[src/rtl/sequence_generator.sv]
// Transmits the 11,01,10 symbol sequence a programmable number of times with
// idle 00 gaps between repetitions, then pulses done for one cycle.
module sequence_generator #(
  parameter int REPS_W = 4,
  parameter int GAP    = 1
) (
  input  logic              clock,
  input  logic              reset_,
  input  logic              start,
  input  logic [REPS_W-1:0] reps,
  output logic [1:0]        x1_x0,
  output logic              valid,
  output logic              busy,
  output logic              done
);

  typedef enum logic [2:0] {
    ST_IDLE = 3'd0,
    ST_S11  = 3'd1,
    ST_S01  = 3'd2,
    ST_S10  = 3'd3,
    ST_GAP  = 3'd4,
    ST_DONE = 3'd5
  } state_t;

  localparam logic [3:0] GAP_LOAD = (GAP > 0) ? 4'(GAP - 1) : 4'd0;

  state_t            state_q, state_d;
  logic [REPS_W-1:0] rem_q, rem_d;
  logic [3:0]        gap_q, gap_d;
  logic [1:0]        x1_x0_q, x1_x0_d;
  logic              valid_q, valid_d;
  logic              busy_q, busy_d;
  logic              done_q, done_d;

  // Next-state, counter update and start acceptance.
  always_comb begin
    state_d = state_q;
    rem_d   = rem_q;
    gap_d   = gap_q;
    case (state_q)
      ST_IDLE, ST_DONE: begin
        if (start) begin
          rem_d = reps;
          if (reps != {REPS_W{1'b0}}) begin
            state_d = ST_S11;
          end else begin
            state_d = ST_DONE;
          end
        end else begin
          state_d = ST_IDLE;
        end
      end
      ST_S11: state_d = ST_S01;
      ST_S01: state_d = ST_S10;
      ST_S10: begin
        // rem is at least 1 here, so the decrement never wraps
        rem_d = rem_q - REPS_W'(1);
        if (rem_d == {REPS_W{1'b0}}) begin
          state_d = ST_DONE;
        end else if (GAP > 0) begin
          state_d = ST_GAP;
          gap_d   = GAP_LOAD;
        end else begin
          state_d = ST_S11;
        end
      end
      ST_GAP: begin
        if (gap_q == 4'd0) begin
          state_d = ST_S11;
        end else begin
          gap_d = gap_q - 4'd1;
        end
      end
      default: begin
        state_d = ST_IDLE;
        rem_d   = {REPS_W{1'b0}};
        gap_d   = 4'd0;
      end
    endcase
  end

  // Outputs decoded from the next state so they appear registered, aligned with state_q.
  always_comb begin
    x1_x0_d = 2'b00;
    valid_d = 1'b0;
    busy_d  = 1'b0;
    done_d  = 1'b0;
    case (state_d)
      ST_S11: begin
        x1_x0_d = 2'b11;
        valid_d = 1'b1;
        busy_d  = 1'b1;
      end
      ST_S01: begin
        x1_x0_d = 2'b01;
        valid_d = 1'b1;
        busy_d  = 1'b1;
      end
      ST_S10: begin
        x1_x0_d = 2'b10;
        valid_d = 1'b1;
        busy_d  = 1'b1;
      end
      ST_GAP:  busy_d = 1'b1;
      ST_DONE: done_d = 1'b1;
      default: begin
        x1_x0_d = 2'b00;
        valid_d = 1'b0;
        busy_d  = 1'b0;
        done_d  = 1'b0;
      end
    endcase
  end

  // State, counters and output registers with asynchronous active-low reset.
  always_ff @(posedge clock or negedge reset_) begin
    if (!reset_) begin
      state_q <= ST_IDLE;
      rem_q   <= {REPS_W{1'b0}};
      gap_q   <= 4'd0;
      x1_x0_q <= 2'b00;
      valid_q <= 1'b0;
      busy_q  <= 1'b0;
      done_q  <= 1'b0;
    end else begin
      state_q <= state_d;
      rem_q   <= rem_d;
      gap_q   <= gap_d;
      x1_x0_q <= x1_x0_d;
      valid_q <= valid_d;
      busy_q  <= busy_d;
      done_q  <= done_d;
    end
  end

  assign x1_x0 = x1_x0_q;
  assign valid = valid_q;
  assign busy  = busy_q;
  assign done  = done_q;

endmodule

[config.mk]
export PLATFORM = sky130hd
export DESIGN_NAME = sequence_generator
export DESIGN_NICKNAME = d
export VERILOG_FILES = /design/src/rtl/sequence_generator.sv
export SDC_FILE = /design/constraint.sdc
export NUM_CORES = 1
export LEC_CHECK = 0
export CAP_MARGIN = 40
export CORE_MARGIN = 3
export CORE_UTILIZATION = 45
export CTS_BUF_LIST = sky130_fd_sc_hd__clkbuf_2 sky130_fd_sc_hd__clkbuf_4 sky130_fd_sc_hd__clkbuf_8
export DETAILED_ROUTE_END_ITERATION = 16
export PLACE_DENSITY = 0.67
export SYNTH_ARGS = -nofsm -noshare
export SYNTH_HDL_FRONTEND = slang
export SYNTH_SLANG_ARGS = --single-unit
[constraint.sdc]
create_clock -name clock -period 5.1 [get_ports clock]
set_input_delay 1.02 -clock clock [delete_from_list [all_inputs] [get_ports clock]]
set_output_delay 1.02 -clock clock [all_outputs]
set_load 0.02 [all_outputs]
# Yosys cells after proc, flatten, opt, wreduce, memory -nomap -nowiden
# Index checks and enable logic that the tools add are counted.
# word_totals
reg_bits	16
input_bits	7
out_inout_bits	5
wordCells	49
# classes
add_sub_neg	2
n_eq_ne	13
n_mux	14
bitwise_logic	2
n_reduce_logical	11
# op_table
operator	count
$pmux 4 s3	2
$pmux 3 s5	1
$eq 3x2->1 const B	4
$eq 3x3->1 const B	4
$mux 4	3
$mux 3	3
$logic_not 4->1	2
$reduce_or 4->1	2
$sub 4x1->4 const B	2
$eq 3x1->1 const B	2
$ne 2x2->1 const B	3
$pmux 2 s3	1
$reduce_or 3->1	2
$mux 1	4
$reduce_bool 4->1	1
$logic_not 3->1	1
$reduce_and 3->1	1
$not 1->1	2
$reduce_and 2->1	1
$reduce_or 2->1	1

# Logic depth before layout (Yosys ltp)
# logic_depth
depth_word	7
depth_mapped	7
ltp_nobuf	7

# Least setup slack after synthesis
# Ideal clock, no wire load.
# synth_path
kind	input-to-reg
start	input reps[3]
end	register busy_q, in the netlist busy
setup_time_ps	118
t_arrival_ps	2011
t_required_ps	4982
setup_slack_ps	2971
path_stages	5
n_path_buf	0
path_cell_list	or3b_1 > a2111oi_2 > a311oi_1 > o2111a_2 > a21o_1
# synth_between
elab_chain_cells	7
word_cells_on_any_way	10
classes_between	eq/ne (4); mux (4); reduce/logical (2)
# synth_lines
element	line_no	text
from (decl)	10	input logic [REPS_W-1:0] reps,
$reduce_bool 4->1 (*)	45	if (reps != {REPS_W{1'b0}}) begin
$mux 3 (*)	45	
$mux 3 (*)	43	if (start) begin
$pmux 3 s5 (*)	41	case (state_q)
$eq 3x3->1 (tied with other cells)	89	case (state_d)
$reduce_or 4->1 (no line) (*)	--	
$mux 1 (*)	89	
net busy_d	33	logic busy_q, busy_d;
to (signal assigned)	132	busy_q <= busy_d;
to (decl)	33	
# The timed path passes the listed nets; every way through them passes the cells marked *.
# A chain may end at the register's enable or synchronous reset.

# Worst setup path after layout
# layout_path
start	input start
end	register busy_q, in the netlist busy
# layout_between
elab_chain_cells	5
word_cells_on_any_way	8
classes_between	eq/ne (4); mux (3); reduce/logical (1)
# layout_lines
element	line_no	text
from (decl)	9	input logic start,
$mux 3 (*)	43	
$pmux 3 s5 (*)	41	
$eq 3x3->1 (tied with other cells)	89	
$reduce_or 4->1 (no line) (*)	--	
$mux 1 (*)	89	
net busy_d	33	
# Marked as above.

==> metrics.csv <==
metric;value;unit
Worst Path Required;5.28;ns
DRC;0;
row count;16;
Cell Area, Synth;962;um^2
Syn Inst Count;107;
Cell Int Power;0.000351;W
CTS root buffer;clkbuf_4;
Crit Path Max Fanout;6;
vias per std cell;5.50;
Layout Cells excl Fill;145;
H-Tree Level Count;1;
DRT Wirelength;1810;um
Synth Area in Simple Gates;0.217;
crit path DAT;2.72;ns
Max Slew Vio Count;0;
combinational family with the most area after synthesis;simple AND/OR/NAND/NOR gates;
Synth area leader;dfrtp_1;
core area;2000;um^2
Ys Warns;0;
# IOs;12;
Total GRT Usage;0.162;
net count after synthesis;118;
crit path cell chain;clkdlybuf4s50_1 > or3b_1 > a2111oi_2 > a311oi_1 > o2111a_2 > a21o_1;
fmax;394;MHz
register area share after synthesis;0.416;
Mean Syn Cell Area;8.99;um^2
post-synthesis adder-cell area fraction;0.0520;
critical path capture point type;flop;
Seq pwr share;0.373;
multiplexer share of the synthesized area;0.0208;
design area;1100;um^2
Final HPWL DP;1400;um
Synth Register Bits;16;
IO buf count;11;
routed len/inst;12.5;um
critical path startpoint category;primary input;
fin crit share;0.498;
NumNets Final;130;
dpl cell area;1070;um^2
# fillers;179;
Worst Path Class, Setup;in2reg;
PD cells;563;nW/um^2
Final Setup Violations;0;
TritonRoute pass-1 iters;4;
DRT iter0 DRCs;21;
CTS Buf Count;3;
clk buf depth;2;
grt ovf;0;
Worst Tran Pin Value;0.708;ns
Worst VDD drop;222;uV
fin crit period;2.54;ns
placed cells;141;
Sum Neg Setup Slack;0;ns
Crit path largest cell delay;0.59;ns
Pleak;0.470;nW
vias in the first global route;746;
Switching Share;0.436;
clock skew;0.00213;ns
largest cells by area after synthesis;dfrtp_1 (42%), nor2_1 (6.2%), ha_1 (5.2%), o21ai_0 (5.2%), nand2_1 (4.3%);
initial antenna violation count;0;
# diodes;0;
clock slew at reported path FFs;0.09;ns
Final Hold Fails;0;
hold buffers post-CTS;0;
die height;52.2;um
Min Hold Slack;0.557;ns
initial core utilization;0.481;
TritonCTS clock tree;done;
Hold Path Class;reg2reg;
first-pass GRT wire length;3280;um
Post-Synth XOR/XNOR Area;0.0273;
area share of the largest cell type after synthesis;0.416;
largest net degree at the start of global routing;18;
post-synth cell types;33;
post-CTS setup buffers;0;
GPL Wtd Cong;0.885;
DR vias;797;
Switching Power;0.000271;W
share of post-route cells with drive strength above 1;0.0763;
clk_lat worst skew;0.28;ns
Slew HR;0.526;
status;finished, final reports clean;
Synth Area in Compound Gates;0.196;
Die Footprint;2730;um^2
die width;52.2;um
unrepaired setup endpoints after global routing;no;
CTS sink cnt;16;
max-cap violations;0;
Layout area overhead;14.8;%
Logic pwr share;0.496;
CP max stage cell;clkdlybuf4s50_1;
post-CTS sizing;0;
clock power share;0.131;
antenna-violating nets left;0;
[routing by layer]
| metal | up-vias | share of wire | wire length, um | GRT usage |
|---|---|---|---|---|
| met2 | 28 | 0.44 | 790 | 0.247 |
| met5 | - | 0 | 0 | 0 |
| met3 | 6 | 0.059 | 107 | 0.0256 |
| met4 | 0 | 0.030 | 55 | 0.0979 |
| li1 | 400 | - | - | - |
| met1 | 363 | 0.47 | 860 | 0.215 |
[cells in the mapped netlist]
master,n
buf_4,2
dfrtp_1,16
a21o_1,1
ha_1,4
a221oi_2,1
o31a_1,1
or3b_1,1
a32oi_1,1
nor3b_1,2
a311oi_1,1
xnor2_1,2
nor3_1,3
nor2b_1,1
xor2_1,1
nand2_1,11
or3_1,1
nand4_1,1
nand3_1,1
a2111oi_2,1
a41oi_1,1
a22oi_1,2
mux2i_1,2
nor4_1,2
buf_6,2
inv_1,8
o2111a_2,1
o22a_1,1
nor2_1,16
or3_4,1
o21ai_0,10
or2_2,1
nand3b_1,2
a21oi_1,6
[path summary, 6_finish.rpt]
check | from | end | slack [ns] | cells after the start
max | start | busy$_DFF_PN0_ | 2.56 | 6
min | gap_q[1]$_DFFE_PN0P_ | gap_q[1]$_DFFE_PN0P_ | 0.56 | 1
min reg2reg | gap_q[1]$_DFFE_PN0P_ | gap_q[1]$_DFFE_PN0P_ | 0.56 | 1
min in group asynchronous | reset_ | x1_x0[1]$_DFF_PN0_ | 1.16 | 1
max in group asynchronous | reset_ | rem_q[0]$_DFFE_PN0P_ | 3.49 | 1
max reg2reg | gap_q[0]$_DFFE_PN0P_ | busy$_DFF_PN0_ | 3.07 | 7
[kinds of logic (layout without fill, tap and decap cells)]
logic type | count (synthesis) | after routing
AO/OA/AOI/OAI | 27 | 27
XOR/XNOR | 3 | 3
adder cells (fa/ha/maj) | 4 | 4
buffers and inverters | 12 | 23
flip-flops | 16 | 16
multiplexers | 2 | 2
AND/OR/NAND/NOR | 43 | 43
[critical path, delay by kind of cell]
family	cells	cell delay, ns
compound gates	4	0.70
buf+inv	1	0.59
simple gates	1	0.41
[cells in the final DEF, fill, tap and decap left out]
cell type and count:
or3_4 1, dfrtp_1 16, clkbuf_8 1, nor2_1 16
o2111a_2 1, or3b_1 1, nor3_1 3, inv_1 8
a311oi_1 1, or2_2 1, a32oi_1 1, nor3b_1 2
nor4_1 2, nand3b_1 2, a221oi_2 1, o31a_1 1
nand3_1 1, ha_1 4, a22oi_1 2, o22a_1 1
a21oi_1 6, a21o_1 1, mux2i_1 2, xnor2_1 2
nand2_1 11, xor2_1 1, o21ai_0 10, a41oi_1 1
clkdlybuf4s50_1 11, or3_1 1, nand4_1 1, nor2b_1 1
a2111oi_2 1, clkbuf_4 3
[power groups by stage]
stage	Sequential, W	Clock (W)	Combinational (W)
after global placement	0.000235	0	0.000307
after CTS	0.000232	0.0000848	0.000309
after global routing	0.000241	0.0000925	0.000355
final	0.000232	0.0000813	0.000308
after floorplan	0.000218	0	0.000254
after detailed placement	0.000235	0	0.000308
[cell type report]
type	instances	area (um^2)	area share
multi-input combinational	79	494	0.447
sequential	16	400	0.362
timing repair buffer	11	110	0.0997
clock buffer	4	36.3	0.0328
tap	27	33.8	0.0306
inverter	8	30.0	0.0272
[flip-flops by register name (all words and copies together) (netlist names)]
name	cells
gap_q	4
valid	1
done	1
busy	1
x1_x0	2
rem_q	4
state_q	3
[stage by stage]
step / setup slack [ns] / power [W] / util
3_5_place_dp: 2.26 / 0.000543 / 0.534
4_1_cts: 2.56 / 0.000626 / 0.552
6_report: 2.56 / 0.000622 / 0.552
3_3_place_gp: 2.33 / 0.000542 / 0.534
2_1_floorplan: 2.97 / 0.000472 / -
5_1_grt: 2.46 / 0.000689 / 0.552
No activity file was read; power rests on OpenSTA's default activity.
